===== config.mk =====
export PLATFORM = sky130hd
export DESIGN_NAME = fft_mag_stream
export DESIGN_NICKNAME = d
export VERILOG_FILES = /design/src/rtl/fft_pkg.sv /design/src/rtl/fft_mag_calc.sv /design/src/rtl/fft_mag_stream.sv
export SDC_FILE = /design/constraint.sdc
export NUM_CORES = 1
export LEC_CHECK = 0
export BUFFER_PORTS_ARGS = -buffer_cell sky130_fd_sc_hd__buf_2
export CAP_MARGIN = 20
export CORE_ASPECT_RATIO = 0.5
export CORE_UTILIZATION = 50
export CTS_BUF_LIST = sky130_fd_sc_hd__clkbuf_16
export CTS_CLUSTER_SIZE = 20
export DETAILED_ROUTE_END_ITERATION = 12
export HOLD_SLACK_MARGIN = 0.02
export PLACE_DENSITY = 0.69
export SLEW_MARGIN = 10
export SYNTH_ARGS = -nofsm -noshare
export SYNTH_HDL_FRONTEND = slang
export SYNTH_SLANG_ARGS = --single-unit

===== constraint.sdc =====
create_clock -name clk -period 8.4 [get_ports clk]
set_input_delay 1.68 -clock clk [delete_from_list [all_inputs] [get_ports clk]]
set_output_delay 1.68 -clock clk [all_outputs]
set_load 0.03 [all_outputs]

===== src/rtl/fft_pkg.sv =====
// Shared definitions for the FFT datapath: magnitude mode encoding and
// width helpers used by the FFT core and its post-processing blocks.
package fft_pkg;

  // Magnitude estimate selector; the reserved code falls back to power.
  typedef enum logic [1:0] {
    MAG_PWR  = 2'd0,
    MAG_L1   = 2'd1,
    MAG_AMBM = 2'd2,
    MAG_RSVD = 2'd3
  } mag_mode_e;

  // Ceiling log2, with a floor of 1 bit for tiny values.
  function automatic int clog2(input int value);
    int r;
    r = 0;
    for (int i = 0; i < 31; i++) begin
      if ((1 << i) < value) r = i + 1;
    end
    if (r == 0) r = 1;
    return r;
  endfunction

  // Full-precision magnitude width: the power estimate needs twice the input width.
  function automatic int mag_width(input int in_w);
    return 2 * in_w;
  endfunction

endpackage


===== src/rtl/fft_mag_calc.sv =====
// Combinational magnitude estimate for one bin: power, L1 or alpha-max-beta-min,
// followed by the mode-dependent right shift and saturation to the output width.
module fft_mag_calc
  import fft_pkg::*;
#(
  parameter int IN_W      = 12,
  parameter int OUT_W     = 8,
  parameter int PWR_SHIFT = 16,
  parameter int LIN_SHIFT = 5,
  localparam int MAG_W    = mag_width(IN_W)
) (
  input  logic [IN_W-1:0]  abs_re,
  input  logic [IN_W-1:0]  abs_im,
  input  mag_mode_e        mode,
  output logic [MAG_W-1:0] mag_full,
  output logic [OUT_W-1:0] mag_sat
);

  logic [MAG_W-1:0] ext_re;
  logic [MAG_W-1:0] ext_im;
  logic [IN_W-1:0]  larger;
  logic [IN_W-1:0]  smaller;
  logic [IN_W:0]    lin;
  logic [MAG_W-1:0] shifted;

  // Pick the estimate for the mode, then scale and clamp to all-ones on overflow.
  always_comb begin
    ext_re   = MAG_W'(abs_re);
    ext_im   = MAG_W'(abs_im);
    larger   = (abs_re > abs_im) ? abs_re : abs_im;
    smaller  = (abs_re > abs_im) ? abs_im : abs_re;
    lin      = '0;
    mag_full = '0;
    shifted  = '0;
    mag_sat  = '0;
    case (mode)
      MAG_L1: begin
        lin      = {1'b0, abs_re} + {1'b0, abs_im};
        mag_full = MAG_W'(lin);
        shifted  = mag_full >> LIN_SHIFT;
      end
      MAG_AMBM: begin
        lin      = {1'b0, larger} + {1'b0, smaller >> 1};
        mag_full = MAG_W'(lin);
        shifted  = mag_full >> LIN_SHIFT;
      end
      default: begin
        mag_full = ext_re * ext_re + ext_im * ext_im;
        shifted  = mag_full >> PWR_SHIFT;
      end
    endcase
    if (|shifted[MAG_W-1:OUT_W]) mag_sat = '1;
    else                         mag_sat = shifted[OUT_W-1:0];
  end

endmodule


===== src/rtl/fft_mag_stream.sv =====
// Streaming magnitude post-processor: two-register back-pressured pipeline
// (abs stage, then magnitude/scale into the output register) with per-frame
// peak-bin tracking on the full-precision magnitude.
module fft_mag_stream
  import fft_pkg::*;
#(
  parameter int IN_W         = 12,
  parameter int OUT_W        = 8,
  parameter int N_BINS       = 8,
  parameter int PWR_SHIFT    = 16,
  parameter int LIN_SHIFT    = 5,
  parameter int PEAK_SKIP_DC = 1,
  localparam int BIN_W       = clog2(N_BINS),
  localparam int MAG_W       = mag_width(IN_W)
) (
  input  logic                   clk,
  input  logic                   rst,
  input  logic [1:0]             mode,
  input  logic                   s_valid,
  output logic                   s_ready,
  input  logic signed [IN_W-1:0] s_re,
  input  logic signed [IN_W-1:0] s_im,
  output logic                   m_valid,
  input  logic                   m_ready,
  output logic [OUT_W-1:0]       m_mag,
  output logic [BIN_W-1:0]       m_bin,
  output logic                   m_last,
  output logic                   peak_valid,
  output logic [BIN_W-1:0]       peak_bin,
  output logic [OUT_W-1:0]       peak_mag
);

  localparam logic [BIN_W-1:0] LAST_BIN  = BIN_W'(N_BINS - 1);
  localparam logic [BIN_W-1:0] FIRST_BIN = BIN_W'((PEAK_SKIP_DC != 0) ? 1 : 0);

  logic [BIN_W-1:0] in_bin_q, in_bin_d;
  mag_mode_e        frame_mode_q, frame_mode_d;
  logic             v1_q, v1_d;
  logic [IN_W-1:0]  are1_q, are1_d, aim1_q, aim1_d;
  logic [BIN_W-1:0] bin1_q, bin1_d;
  mag_mode_e        mode1_q, mode1_d;
  logic             v2_q, v2_d;
  logic [OUT_W-1:0] mag2_q, mag2_d;
  logic [BIN_W-1:0] bin2_q, bin2_d;
  logic             last2_q, last2_d;
  logic [MAG_W-1:0] run_full_q, run_full_d;
  logic [OUT_W-1:0] run_sat_q, run_sat_d;
  logic [BIN_W-1:0] run_bin_q, run_bin_d;
  logic             peak_valid_q, peak_valid_d;
  logic [BIN_W-1:0] peak_bin_q, peak_bin_d;
  logic [OUT_W-1:0] peak_mag_q, peak_mag_d;

  logic             free1, free2, s_fire, load2, take;
  logic [MAG_W-1:0] calc_full;
  logic [OUT_W-1:0] calc_sat;

  fft_mag_calc #(
    .IN_W      (IN_W),
    .OUT_W     (OUT_W),
    .PWR_SHIFT (PWR_SHIFT),
    .LIN_SHIFT (LIN_SHIFT)
  ) u_calc (
    .abs_re   (are1_q),
    .abs_im   (aim1_q),
    .mode     (mode1_q),
    .mag_full (calc_full),
    .mag_sat  (calc_sat)
  );

  // Handshake: a stage may load when empty or when the stage after it drains.
  always_comb begin
    free2   = !v2_q || m_ready;
    free1   = !v1_q || free2;
    s_ready = !rst && free1;
    s_fire  = s_valid && s_ready;
    load2   = free2 && v1_q;
  end

  // Next-state for bin counter, frame mode, both pipeline stages and peak tracking.
  always_comb begin
    in_bin_d     = in_bin_q;
    frame_mode_d = frame_mode_q;
    v1_d         = free1 ? s_fire : v1_q;
    are1_d       = are1_q;
    aim1_d       = aim1_q;
    bin1_d       = bin1_q;
    mode1_d      = mode1_q;
    v2_d         = free2 ? v1_q : v2_q;
    mag2_d       = mag2_q;
    bin2_d       = bin2_q;
    last2_d      = last2_q;
    run_full_d   = run_full_q;
    run_sat_d    = run_sat_q;
    run_bin_d    = run_bin_q;
    peak_valid_d = 1'b0;
    peak_bin_d   = peak_bin_q;
    peak_mag_d   = peak_mag_q;
    take         = (bin1_q == FIRST_BIN) ||
                   ((bin1_q > FIRST_BIN) && (calc_full > run_full_q));

    if (s_fire) begin
      in_bin_d = (in_bin_q == LAST_BIN) ? '0 : in_bin_q + 1'b1;
      are1_d   = s_re[IN_W-1] ? (~s_re + 1'b1) : s_re;
      aim1_d   = s_im[IN_W-1] ? (~s_im + 1'b1) : s_im;
      bin1_d   = in_bin_q;
      if (in_bin_q == '0) begin
        frame_mode_d = mag_mode_e'(mode);
        mode1_d      = mag_mode_e'(mode);
      end else begin
        mode1_d      = frame_mode_q;
      end
    end

    if (load2) begin
      mag2_d  = calc_sat;
      bin2_d  = bin1_q;
      last2_d = (bin1_q == LAST_BIN);
      if (take) begin
        run_full_d = calc_full;
        run_sat_d  = calc_sat;
        run_bin_d  = bin1_q;
      end
      if (bin1_q == LAST_BIN) begin
        peak_valid_d = 1'b1;
        peak_bin_d   = take ? bin1_q : run_bin_q;
        peak_mag_d   = take ? calc_sat : run_sat_q;
      end
    end
  end

  // State registers with synchronous reset that drops any partial frame.
  always_ff @(posedge clk) begin
    if (rst) begin
      in_bin_q     <= '0;
      frame_mode_q <= MAG_PWR;
      v1_q         <= 1'b0;
      are1_q       <= '0;
      aim1_q       <= '0;
      bin1_q       <= '0;
      mode1_q      <= MAG_PWR;
      v2_q         <= 1'b0;
      mag2_q       <= '0;
      bin2_q       <= '0;
      last2_q      <= 1'b0;
      run_full_q   <= '0;
      run_sat_q    <= '0;
      run_bin_q    <= '0;
      peak_valid_q <= 1'b0;
      peak_bin_q   <= '0;
      peak_mag_q   <= '0;
    end else begin
      in_bin_q     <= in_bin_d;
      frame_mode_q <= frame_mode_d;
      v1_q         <= v1_d;
      are1_q       <= are1_d;
      aim1_q       <= aim1_d;
      bin1_q       <= bin1_d;
      mode1_q      <= mode1_d;
      v2_q         <= v2_d;
      mag2_q       <= mag2_d;
      bin2_q       <= bin2_d;
      last2_q      <= last2_d;
      run_full_q   <= run_full_d;
      run_sat_q    <= run_sat_d;
      run_bin_q    <= run_bin_d;
      peak_valid_q <= peak_valid_d;
      peak_bin_q   <= peak_bin_d;
      peak_mag_q   <= peak_mag_d;
    end
  end

  assign m_valid    = v2_q;
  assign m_mag      = mag2_q;
  assign m_bin      = bin2_q;
  assign m_last     = last2_q;
  assign peak_valid = peak_valid_q;
  assign peak_bin   = peak_bin_q;
  assign peak_mag   = peak_mag_q;

endmodule

Word level (Yosys, flattened, before mapping)
Index checks and enable logic that the tools add are counted.
{"block": "classes", "multipliers": 2, "bitwise_logic": 3, "eq_ne": 5, "mux": 12, "add_sub_neg": 6, "reduce_logical": 16, "magnitude_cmp": 3}
{"op": "12-bit by 12-bit multiplier with 24-bit output", "n": 2}
{"op": "12-bit 2-to-1 mux", "n": 4}
{"op": "24-bit one-hot mux with 2 select lines", "n": 1}
{"op": "12-bit by 1-bit adder with 12-bit output (second input constant)", "n": 2}
{"op": "24-bit adder", "n": 1}
{"op": "24-bit greater-than comparator", "n": 1}
{"op": "12-bit NOT", "n": 2}
{"op": "8-bit 2-to-1 mux", "n": 2}
{"op": "8-bit one-hot mux with 2 select lines", "n": 1}
{"op": "16-bit OR reduction (first input constant)", "n": 1}
{"op": "12-bit by 11-bit adder with 13-bit output", "n": 1}
{"op": "12-bit by 12-bit adder with 13-bit output", "n": 1}
{"op": "12-bit greater-than comparator", "n": 1}
{"op": "3-bit equality test (second input constant)", "n": 2}
{"op": "3-bit 2-to-1 mux", "n": 2}
{"op": "2-bit AND reduction", "n": 3}
{"op": "1-bit logical AND", "n": 4}
{"op": "3-bit by 1-bit adder with 3-bit output (second input constant)", "n": 1}
{"op": "3-bit by 1-bit equality test with 1-bit output (second input constant)", "n": 1}
{"op": "3-bit by 1-bit greater-than comparator with 1-bit output (second input constant)", "n": 1}
{"op": "1-bit logical NOT", "n": 3}
{"op": "3-bit logical NOT", "n": 1}
{"op": "1-bit logical OR", "n": 3}
{"op": "2-bit by 1-bit equality test with 1-bit output (second input constant)", "n": 1}
{"op": "5 further kinds", "n": 5}
{"block": "totals", "in_bits": 30, "output_inout_bits": 26, "regBits": 93}

Depth between registers and ports, before layout
{"block": "logic_depth", "word_depth": 8, "ltp_mapped": 39, "depth_no_buf": 34}

By module
From an unflattened synthesis, not the netlist that was laid out.
{"block": "hier_totals", "cells_unflattened": 1692, "hier_area_um2": 14348.8}
{"mod": "fft_mag_calc", "cells_per_inst": 1150, "area_each_um2": 9844.4, "instances": 1}
{"mod": "fft_mag_stream", "cells_per_inst": 542, "area_each_um2": 4504.3, "instances": 1}

Worst setup path before layout
Ideal clock, no wire load.
{"block": "synth_timing", "path_kind": "reg2reg", "startpoint": "register are1_q[3]", "endpoint": "register run_full_q[1]", "path_stages_with_launch": 34, "path_slack_ns": -0.233, "arrival_ns": 8.501, "period_less_slack_ns": 8.633, "n_path_buf": 4, "path_cell_list": "dfxtp_1 clkbuf_1 clkinv_1 nor2_1 inv_1 fa_1 fa_1 fa_1 fa_1 inv_1 fa_1 fa_1 inv_1 fa_1 inv_1 ha_1 a21o_4 a221o_1 o41ai_2 mux2_1 nor4_2 inv_1 ha_1 nand4_1 nor4_1 a21oi_1 a21oi_1 o21ba_2 buf_2 and2_1 buf_4 buf_4 nand2_1 a21oi_1"}
{"block": "synth_between", "word_cells_on_any_way": 12}
{"item": "start: declaration", "line_no": "fft_mag_stream.sv:39", "rtl": "logic [IN_W-1:0] are1_q, are1_d, aim1_q, aim1_d;"}
{"item": "start signal: assignment", "line_no": "fft_mag_stream.sv:155", "rtl": "are1_q <= are1_d;"}
{"item": "12-bit by 12-bit multiplier with 24-bit output", "line_no": "fft_mag_calc.sv:48", "rtl": "mag_full = ext_re * ext_re + ext_im * ext_im;"}
{"item": "24-bit adder", "line_no": "fft_mag_calc.sv:48"}
{"item": "24-bit one-hot mux with 2 select lines", "line_no": "fft_mag_calc.sv:36", "rtl": "case (mode)"}
{"item": "net calc_full[22]", "line_no": "fft_mag_stream.sv:54", "rtl": "logic [MAG_W-1:0] calc_full;"}
{"item": "24-bit greater-than comparator", "line_no": "fft_mag_stream.sv:99", "rtl": "((bin1_q > FIRST_BIN) && (calc_full > run_full_q));"}
{"item": "1-bit logical AND", "line_no": "fft_mag_stream.sv:99"}
{"item": "1-bit logical OR", "line_no": "fft_mag_stream.sv:98", "rtl": "take = (bin1_q == FIRST_BIN) ||"}
{"item": "2-bit AND reduction (no source line)"}
{"item": "end signal: assignment", "line_no": "fft_mag_stream.sv:163", "rtl": "run_full_q <= run_full_d;"}
{"item": "end: declaration", "line_no": "fft_mag_stream.sv:46", "rtl": "logic [MAG_W-1:0] run_full_q, run_full_d;"}
The timed path passes the listed nets, and every way through them passes these cells.
A chain may end at the register's enable or synchronous reset.

Worst setup path after layout
{"block": "layout_timing", "startpoint": "register aim1_q[9]", "endpoint": "register run_sat_q[7]"}
{"block": "layout_between", "word_cells_on_any_way": 14}
{"item": "start: declaration", "line_no": "fft_mag_stream.sv:39"}
{"item": "start signal: assignment", "line_no": "fft_mag_stream.sv:156", "rtl": "aim1_q <= aim1_d;"}
{"item": "12-bit by 12-bit multiplier with 24-bit output", "line_no": "fft_mag_calc.sv:48"}
{"item": "24-bit adder", "line_no": "fft_mag_calc.sv:48"}
{"item": "24-bit one-hot mux with 2 select lines", "line_no": "fft_mag_calc.sv:36"}
{"item": "net calc_full[22]", "line_no": "fft_mag_stream.sv:54"}
{"item": "24-bit greater-than comparator", "line_no": "fft_mag_stream.sv:99"}
{"item": "1-bit logical AND", "line_no": "fft_mag_stream.sv:99"}
{"item": "1-bit logical OR", "line_no": "fft_mag_stream.sv:98"}
{"item": "8-bit 2-to-1 mux"}
{"item": "end signal: assignment", "line_no": "fft_mag_stream.sv:164", "rtl": "run_sat_q <= run_sat_d;"}
{"item": "end: declaration", "line_no": "fft_mag_stream.sv:47", "rtl": "logic [OUT_W-1:0] run_sat_q, run_sat_d;"}
The timed path passes the listed nets, and every way through them passes these cells.

==> results.sh <==
export IMPL_status="finished, final reports clean"
export IMPL_nets=2227
export IMPL_finClkSkew_ns=0.0232
export IMPL_min_delay_path_depth=2
export IMPL_muxShareOfSynthArea=0.0111
export IMPL_drive_gt1_frac=0.162
export IMPL_stdcell_area_um2=16500
export IMPL_n_fill_cell=2450
export IMPL_synth_area_um2=14400
export IMPL_crit_start="aim1_q[9]$_SDFFE_PP0P_"
export IMPL_synth_xor_area_share=0.0364
export IMPL_drt_pass1_iter_count=5
export IMPL_cts_root_buf="clkbuf_16"
export IMPL_initial_core_util=0.515
export IMPL_min_delay_start="run_full_q[19]$_SDFFE_PP0P_"
export IMPL_overflow=0
export IMPL_globalplace_congestion=0.924
export IMPL_syn_nets=2118
export IMPL_track_usage=0.258
export IMPL_p_per_area_nw_per_um2=167
export IMPL_avgRoutedWirePerCell_um=16.8
export IMPL_vias=11812
export IMPL_period_share=0.961
export IMPL_worstMarginPinSlew_ns=1.11
export IMPL_drt_iter0_drc=826
export IMPL_synth_compound_area_frac=0.124
export IMPL_ant_nets=0
export IMPL_h_tree_depth=3
export IMPL_grt_met1_usage=0.374
export IMPL_reg2reg_depth=28
export IMPL_ys_types=75
export IMPL_rows=43
export IMPL_numCtsBuffers=9
export IMPL_r2r_start="aim1_q[9]$_SDFFE_PP0P_"
export IMPL_syn_inst=1711
export IMPL_synth_top_family_by_area="adder cells"
export IMPL_cp_start_kind="register"
export IMPL_leakagePower_uw=0.00811
export IMPL_busiest_layer="met2"
export IMPL_synth_adder_area_share=0.434
export IMPL_synthFlopType="dfxtp_1"
export IMPL_antenna_found_initial=0
export IMPL_cts_hold_buf=0
export IMPL_numPortBuffers=55
export IMPL_crit_required_ns=8.68
export IMPL_drv_cap=0
export IMPL_grt_pass1_wl_mm=59.2
export IMPL_die_w_um=242
export IMPL_max_stage_delay_ns=0.57
export IMPL_irDropWorstVdd_mv=0.152
export IMPL_slew_viol_final=0
export IMPL_grt_util_met3=0.0394
export IMPL_synth_edf_count=0
export IMPL_arrival_ns=8.35
export IMPL_yosysSeqAreaShare=0.129
export IMPL_cp_max_fo=6
export IMPL_avgSynthCellArea_um2=8.43
export IMPL_fmax_mhz=124
export IMPL_final_core_util=0.588
export IMPL_tritoncts="done"
export IMPL_die_area_um2=29600
export IMPL_end_kind="register"
export IMPL_place_hpwl_mm=30.6
export IMPL_antennaDiodeCount=0
export IMPL_setup_viol=0
export IMPL_grt_start_max_net_pins=49
export IMPL_layout_min_cycle_time_ns=8.07
export IMPL_hold_end="run_full_q[19]$_SDFFE_PP0P_"
export IMPL_power_uw=2760
export IMPL_num_io_pins=56
export IMPL_r2r_end="run_sat_q[7]$_SDFFE_PP0P_"
export IMPL_ys_ff_latch=93
export IMPL_die_h_um=122
export IMPL_synth_simple_area_share=0.153
export IMPL_critPathSlowestCell="fa_1"
export IMPL_core_area_um2=28000
export IMPL_route_detailed_drc=0
export IMPL_instances_no_fill=2207
export IMPL_final_hold_violation_count=0
export IMPL_ys_warn_count=0
export IMPL_cts_clk_slew_worst_paths_ns=0.07
export IMPL_place_area_um2=15700
export IMPL_first_global_vias=11412
export IMPL_met2_usage=0.413
export IMPL_vias_per_cell=5.35
export IMPL_dp_cells=2181
export IMPL_area_growth_pct=14.3
export IMPL_cts_sinks=93
export IMPL_cts_buffer_depth=2
export IMPL_drt_wl_total_mm=37.0
export IMPL_worstSetupPathType="register to register"
export IMPL_cp_common_cell="fa_1"
export IMPL_async_reset_ff_frac=0
export IMPL_insertion_delay_ns=0.37
export IMPL_hold_path_class="register to register"
export IMPL_reg2reg_slack_ns=0.33
export IMPL_max_slew_margin=0.259
## registers in the layout (all words and copies together) (netlist names)
register and cells:
run_full_q 24, mode1_q 2, in_bin_q 3, run_bin_q 3
peak_mag 8, m_bin 3, m_valid 1, peak_bin 3
v1_q 1, m_last 1, bin1_q 3, peak_valid 1
are1_q 12, run_sat_q 8, m_mag 8, aim1_q 12
## layout make-up
class,count,area (um2),area share
Clock buffer,9,225,0.0137
Clock inverter,7,73.8,0.00448
Inverter,358,1360,0.0825
Multi-Input combinational cell,1194,11300,0.683
Sequential cell,93,1890,0.115
Tap cell,382,478,0.0290
Timing Repair Buffer,164,1190,0.0724
## how the worst max path moves through the flow
stage / endpoint / slack (ns) / cells after the start
after floorplan: run_full_q[1]$_SDFFE_PP0P_ / 0.03 / 34
after global placement: run_sat_q[7]$_SDFFE_PP0P_ / 0.04 / 27
after detailed placement: run_sat_q[7]$_SDFFE_PP0P_ / -0.12 / 27
after CTS: run_sat_q[7]$_SDFFE_PP0P_ / 0.008 / 29
after global routing: run_full_q[11]$_SDFFE_PP0P_ / -0.03 / 32
final: run_sat_q[7]$_SDFFE_PP0P_ / 0.33 / 28
## where the power goes
group	internal (uW)	switching (uW)	total, uW
registers	461	21.1	482
clock network	233	200	433
logic	752	1090	1840
## cells by family after synthesis
family	after synthesis
mux	15
fa+ha+maj	377
buf+inv	424
flops	93
compound gates	275
xor+xnor	60
simple gates	467
## Yosys cell counts, drive strengths merged (2+ instances only)
cell / count / area, um2
a211o: 3 / 26.3
a211oi: 33 / 258
a21o: 16 / 128
a21oi: 75 / 379
a221oi: 4 / 35.0
a311oi: 7 / 67.6
a31oi: 8 / 50.1
a41oi: 3 / 33.8
and2: 39 / 244
and3: 10 / 62.6
buf: 18 / 101
clkbuf: 48 / 180
clkinv: 8 / 30.0
dfxtp: 93 / 1860
fa: 205 / 4100
ha: 172 / 2150
inv: 350 / 1310
mux2: 8 / 90.1
mux2i: 7 / 70.1
nand2: 186 / 698
nand2b: 10 / 62.6
nand3: 13 / 65.1
nand3b: 12 / 90.1
nand4: 10 / 62.6
nor2: 114 / 428
nor2b: 13 / 81.3
nor3: 13 / 76.3
nor3b: 6 / 50.1
nor4: 6 / 43.8
nor4b: 5 / 43.8
o211ai: 10 / 90.1
o21a: 4 / 30.0
o21ai: 79 / 399
o21bai: 4 / 30.0
o221ai: 2 / 17.5
o22a: 2 / 17.5
o31ai: 11 / 82.6
or2: 5 / 31.3
or3: 19 / 119
or4: 4 / 33.8
xnor2: 37 / 324
xor2: 23 / 201
## through the flow
stage	TNS, ns	worst slack [ns]	hold slack (ns)
after floorplan	0	0.0344	0.436
after global placement	0	0.0398	0.443
after detailed placement	-0.868	-0.124	0.447
after CTS	0	0.00781	0.457
after global routing	-0.142	-0.0293	0.476
final	0	0.330	0.456
## critical path, delay by kind of cell, from the launching register on
| family | cells | cell delay, ns |
|---|---|---|
| AOI/OAI and AO/OA | 7 | 1.55 |
| adders and majority gates | 9 | 4.10 |
| buffers and inverters | 6 | 0.53 |
| DFF | 1 | 0.38 |
| muxes | 1 | 0.35 |
| and+or+nand+nor | 5 | 1.06 |
## layout by cell type (no fill, tap or decap), drive strengths merged, types with 3 or more instances in the layout
| cell type | Yosys | routed |
|---|---|---|
| o21a | 4 | 4 |
| a211oi | 33 | 33 |
| a211o | 3 | 3 |
| and2 | 39 | 39 |
| buf | 18 | 161 |
| nand2b | 10 | 10 |
| xnor2 | 37 | 37 |
| or4 | 4 | 4 |
| a41oi | 3 | 3 |
| nor3b | 6 | 6 |
| clkinv | 8 | 4 |
| and3 | 10 | 10 |
| nor4b | 5 | 5 |
| mux2i | 7 | 7 |
| nand3b | 12 | 12 |
| dfxtp | 93 | 93 |
| nor2b | 13 | 13 |
| a311oi | 7 | 7 |
| or2 | 5 | 5 |
| a21o | 16 | 16 |
| nand3 | 13 | 13 |
| nor3 | 13 | 13 |
| ha | 172 | 172 |
| or3 | 19 | 19 |
| a21oi | 75 | 75 |
| a221oi | 4 | 4 |
| o211ai | 10 | 10 |
| fa | 205 | 205 |
| a31oi | 8 | 8 |
| mux2 | 8 | 8 |
| o31ai | 11 | 11 |
| clkbuf | 48 | 12 |
| nand2 | 186 | 186 |
| xor2 | 23 | 23 |
| o21ai | 79 | 79 |
| nor2 | 114 | 114 |
| nand4 | 10 | 10 |
| nor4 | 6 | 6 |
| o21bai | 4 | 4 |
| inv | 350 | 359 |
## what timing repair did
| action | 4_1_cts | 5_1_grt |
|---|---|---|
| resized for setup | 1 | 113 |
| gates cloned | 0 | 3 |
| setup buffers | 1 | 6 |
| setup endpoints to repair | 33 | 46 |
| pin swaps | 1 | 32 |
## metal layers
metal	vias up	wire length, um
met5	-	0
met4	0	405
met3	34	2110
met2	298	16500
met1	5822	18000
li1	5658	-
Note: power is estimated with default switching activity, not from simulation.
